[src/rtl/serial_subtractor.sv]
// Bit-serial subtractor: diff = a - b computed LSB first, one full-subtractor
// cell plus a borrow flop, with valid/ready handshakes on operands and result.
module serial_subtractor #(
    parameter int W = 8
) (
    input  logic         clk,
    input  logic         rst,
    input  logic         in_valid,
    output logic         in_ready,
    input  logic [W-1:0] a,
    input  logic [W-1:0] b,
    output logic         out_valid,
    input  logic         out_ready,
    output logic [W-1:0] diff,
    output logic         borrow,
    output logic         ovf
);

    localparam int CW = $clog2(W) + 1;

    typedef enum logic [1:0] {
        IDLE,
        RUN,
        DONE
    } state_t;

    state_t        state;
    state_t        state_n;
    logic [W-1:0]  a_sr;
    logic [W-1:0]  b_sr;
    logic [W-1:0]  diff_sh;
    logic [CW-1:0] count;
    logic          br;
    logic          a_msb;
    logic          b_msb;
    logic          x;
    logic          y;
    logic          d;
    logic          br_n;
    logic          last;

    // Full-subtractor cell on the current LSB pair
    always_comb begin
        x          = a_sr[0];
        y          = b_sr[0];
        d          = x ^ y ^ br;
        br_n       = (~x & y) | (~(x ^ y) & br);
        last       = (count == CW'(W - 1));
        diff_sh    = diff >> 1;
        diff_sh[W-1] = d;
    end

    assign in_ready  = (state == IDLE);
    assign out_valid = (state == DONE);

    always_comb begin
        state_n = state;
        case (state)
            IDLE:    if (in_valid) state_n = RUN;
            RUN:     if (last) state_n = DONE;
            DONE:    if (out_ready) state_n = IDLE;
            default: state_n = IDLE;
        endcase
    end

    always_ff @(posedge clk) begin
        if (rst) begin
            state  <= IDLE;
            a_sr   <= '0;
            b_sr   <= '0;
            diff   <= '0;
            borrow <= 1'b0;
            ovf    <= 1'b0;
            count  <= '0;
            br     <= 1'b0;
            a_msb  <= 1'b0;
            b_msb  <= 1'b0;
        end else begin
            state <= state_n;
            case (state)
                IDLE: begin
                    if (in_valid) begin
                        a_sr  <= a;
                        b_sr  <= b;
                        a_msb <= a[W-1];
                        b_msb <= b[W-1];
                        br    <= 1'b0;
                        count <= '0;
                    end
                end
                RUN: begin
                    a_sr  <= a_sr >> 1;
                    b_sr  <= b_sr >> 1;
                    diff  <= diff_sh;
                    br    <= br_n;
                    count <= count + CW'(1);
                    // d lands in diff[W-1] on this edge, so it is the result sign
                    if (last) begin
                        borrow <= br_n;
                        ovf    <= (a_msb != b_msb) && (d != a_msb);
                    end
                end
                default: ;
            endcase
        end
    end

endmodule

[config.mk]
export PLATFORM = sky130hd
export DESIGN_NAME = serial_subtractor
export DESIGN_NICKNAME = d
export VERILOG_FILES = /design/src/rtl/serial_subtractor.sv
export SDC_FILE = /design/constraint.sdc
export NUM_CORES = 1
export LEC_CHECK = 0
export CAP_MARGIN = 20
export CELL_PAD_IN_SITES_DETAIL_PLACEMENT = 2
export CELL_PAD_IN_SITES_GLOBAL_PLACEMENT = 2
export CORE_ASPECT_RATIO = 2
export CORE_UTILIZATION = 29
export DETAILED_ROUTE_END_ITERATION = 16
export GPL_TIMING_DRIVEN = 0
export PLACE_DENSITY_LB_ADDON = 0.1
export RECOVER_POWER = 25
export SYNTH_ARGS = -nofsm -noshare
export SYNTH_HDL_FRONTEND = slang
export SYNTH_SLANG_ARGS = --single-unit
[constraint.sdc]
create_clock -name clk -period 1.7 [get_ports clk]
set_clock_uncertainty 0.1 [all_clocks]
set_input_delay 0.255 -clock clk [delete_from_list [all_inputs] [get_ports clk]]
set_output_delay 0.255 -clock clk [all_outputs]
set_load 0.1 [all_outputs]
==> run summary <==
outcome: finished, final reports clean
Post-DP Area: 0.00195 mm^2
total grt overflow: 0
vias per cell: 5.16
crit-path max FO: 3
Final nets: 243
Routed WL per cell: 17.1 um
Hold WC Path Type: primary input to register
CP cell instances: inv_2, fa_2, nor2b_4, a21oi_2, a311oi_1
Post-synth EDFFs: 0
crit end category: register
Req. time, crit path: 1.80 ns
Die Width: 54.0 um
final setup vio count: 0
DIE HEIGHT: 106 um
largest family of logic cells by synthesized area: compound AO/OA/AOI/OAI gates
Clock Path Buffers: 2
Clk pwr share: 0.396
first drt pass iteration count: 3
Yosys reg bits: 35
crit path launch type: register
Synth top cells by count: dfxtp_1, nand2_1, a21oi_1, nor2_1, a211oi_1
max_cap viols: 0
io pins: 32
initial antenna violation count: 0
CP peak stage delay: 0.62 ns
ant diodes: 0
post-detailed-route DRC marker count: 0
Syn. warnings: 0
Final Cell Area: 0.00209 mm^2
Area Growth Syn to Fin: 33.4%
synth unique cells: 33
top-area cell type share of the netlist area: 0.447
Mean Syn Cell Area: 8.61 um^2
worst hold start: rst
initial core utilization: 0.302
Max Slew Vio Count: 0
Comb power frac: 0.160
vias in the first global route: 1656
RSZ-0062 raised after global routing: yes
Post-Syn Area: 0.00157 mm^2
compound-cell area share of the yosys netlist: 0.230
die area: 0.00572 mm^2
PnR worst setup slack: 0.0224 ns
pre-CTS WS: -0.456 ns
cts bufs inserted: 5
Worst Path Class, Setup: register to register
simple-gate area share of the yosys netlist: 0.204
Cells after Synth: 182
P_leak: 0.796 nW
adder-cell share of the synthesized area: 0.0208
Pwr Density: 962 mW/mm^2
Initial DRC Count: 17
final worst path period need: 1.68 ns
Cells after DPL: 270
Max VDD drop: 0.000593 V
routability cong.: 0.707
Slew @ Worst Pin: 0.560 ns
most numerous cell in the Yosys netlist: dfxtp_1
sw frac: 0.264
first-pass GRT wire length: 7.98 mm
net load switching power: 530 uW
latest clock arrival within the worst-skew pair: 0.30 ns
total negative setup slack: 0 ns
layout cells sized above 1: 0.225
Clock Root Buffer: clkbuf_8
Pint: 1.48 mW
period utilisation layout: 0.987
Flop pwr share: 0.444
count of final hold-check violations: 0
htree depth: 2
Critical Path AT: 1.78 ns
CORE AREA: 0.00518 mm^2
drt total wl: 4.77 mm
clock sink count: 35
CTS tree: built
clock transition at the registers of the reported paths: 0.07 ns
CP max-delay cell: fa_2
antenna viol nets, final: 0
Hold WS: 0.305 ns
GR Util All Layers: 0.193
largest net degree at the start of global routing: 12
crit path from: b_sr[0]$_SDFFE_PP0P_
Non-Filler Instances: 280
FMAX: 0.596 GHz
HPWL after DPL: 3.57 mm
Max-Slew Margin vs Limit: 0.627
Seq/Total Area, Yosys: 0.447
Synth area leaders: dfxtp_1, a21oi_1, nand2_1
Top FF cell, synth: dfxtp_1
syn_nets: 204
Row Count: 37
post-synthesis xor/xnor area fraction: 0
r2r startpoint: b_sr[0]$_SDFFE_PP0P_
asr flop ratio synth: 0
cell taking the most area after synthesis: dfxtp_1
detailed-route via count: 1444
IO Port Bufs: 30
multiplexer share of the synthesized area: 0.0128
[routing by layer]
layer	track usage	routed length, um	vias up
li1	-	-	699
met1	0.188	1720	718
met2	0.373	2880	22
met3	0.0429	118	5
met4	0.0549	64	0
met5	0	0	-
[cell type report]
class	count	area, um^2
Buffer	16	114
Clock buffer	6	82.6
Clock inverter	2	35.0
Fill cell	610	3090
Inverter	4	15.0
Multi-Input combinational cell	127	748
Sequential cell	35	703
Tap cell	58	72.6
Timing Repair Buffer	32	320
[placed cells by master (no fill, tap or decap), types with 2 or more instances in the layout]
| cell | n |
|---|---|
| o22ai_1 | 2 |
| nor2_1 | 19 |
| nor3_1 | 2 |
| mux2i_1 | 2 |
| nand3_1 | 2 |
| clkbuf_2 | 2 |
| clkbuf_1 | 4 |
| a22oi_1 | 2 |
| dfxtp_2 | 2 |
| nand2_1 | 34 |
| a311oi_1 | 2 |
| dfxtp_1 | 33 |
| clkdlybuf4s50_1 | 18 |
| a211oi_1 | 12 |
| inv_2 | 2 |
| clkdlybuf4s15_2 | 10 |
| nor2b_1 | 4 |
| buf_2 | 3 |
| inv_1 | 2 |
| a21oi_1 | 26 |
| clkbuf_8 | 6 |
| buf_6 | 5 |
| buf_4 | 6 |
[worst paths after layout]
path	end	slack, ns	cells after the start
hold / removal	a_sr[5]$_SDFFE_PP0P_	0.31	2
setup reg to reg	ovf$_SDFFE_PP0P_	0.02	5
setup / recovery	ovf$_SDFFE_PP0P_	0.02	5
hold reg to reg	diff[0]$_SDFFE_PP0N_	0.36	2
[power by group through the flow]
| stage | logic, mW | clock network [mW] | registers [mW] |
|---|---|---|---|
| global placement | 0.297 | 0 | 0.907 |
| floorplan | 0.183 | 0 | 0.921 |
| detailed placement | 0.315 | 0 | 0.910 |
| finish | 0.322 | 0.795 | 0.893 |
| global route | 0.357 | 0.849 | 0.897 |
| CTS | 0.333 | 0.818 | 0.892 |
[through the flow]
step / power, mW / utilization
after floorplan: 1.10 / -
after global placement: 1.20 / 0.375
after detailed placement: 1.23 / 0.375
after CTS: 2.04 / 0.404
after global routing: 2.10 / 0.403
final: 2.01 / 0.403
[kinds of logic (layout without fill, tap and decap cells)]
logic type / Yosys count / in the layout
AND/OR/NAND/NOR: 70 / 70
AO/OA/AOI/OAI: 53 / 53
flip-flops: 35 / 35
buffers and inverters: 20 / 60
adder cells (fa/ha/maj): 2 / 2
multiplexers: 2 / 2
[timing repair]
item	CTS	global route
pin swaps	3	3
resized for setup	48	2
setup endpoints to repair	13	2
hold buffers	0	0
setup buffers	1	1
[critical path, delay by kind of cell, from the launching register on]
family	cells	cell delay, ns
AOI/OAI and AO/OA	2	0.33
adders and majority gates	1	0.62
buffers and inverters	1	0.05
DFF	1	0.33
and+or+nand+nor	1	0.16
[sequential cells by signal, summed over array words and instances, names as in the netlist]
| register | cells |
|---|---|
| diff | 8 |
| state | 2 |
| count | 4 |
| b_sr | 8 |
| br | 1 |
| a_msb | 1 |
| ovf | 1 |
| b_msb | 1 |
| a_sr | 8 |
| borrow | 1 |
(Power assumes the default switching activity.)
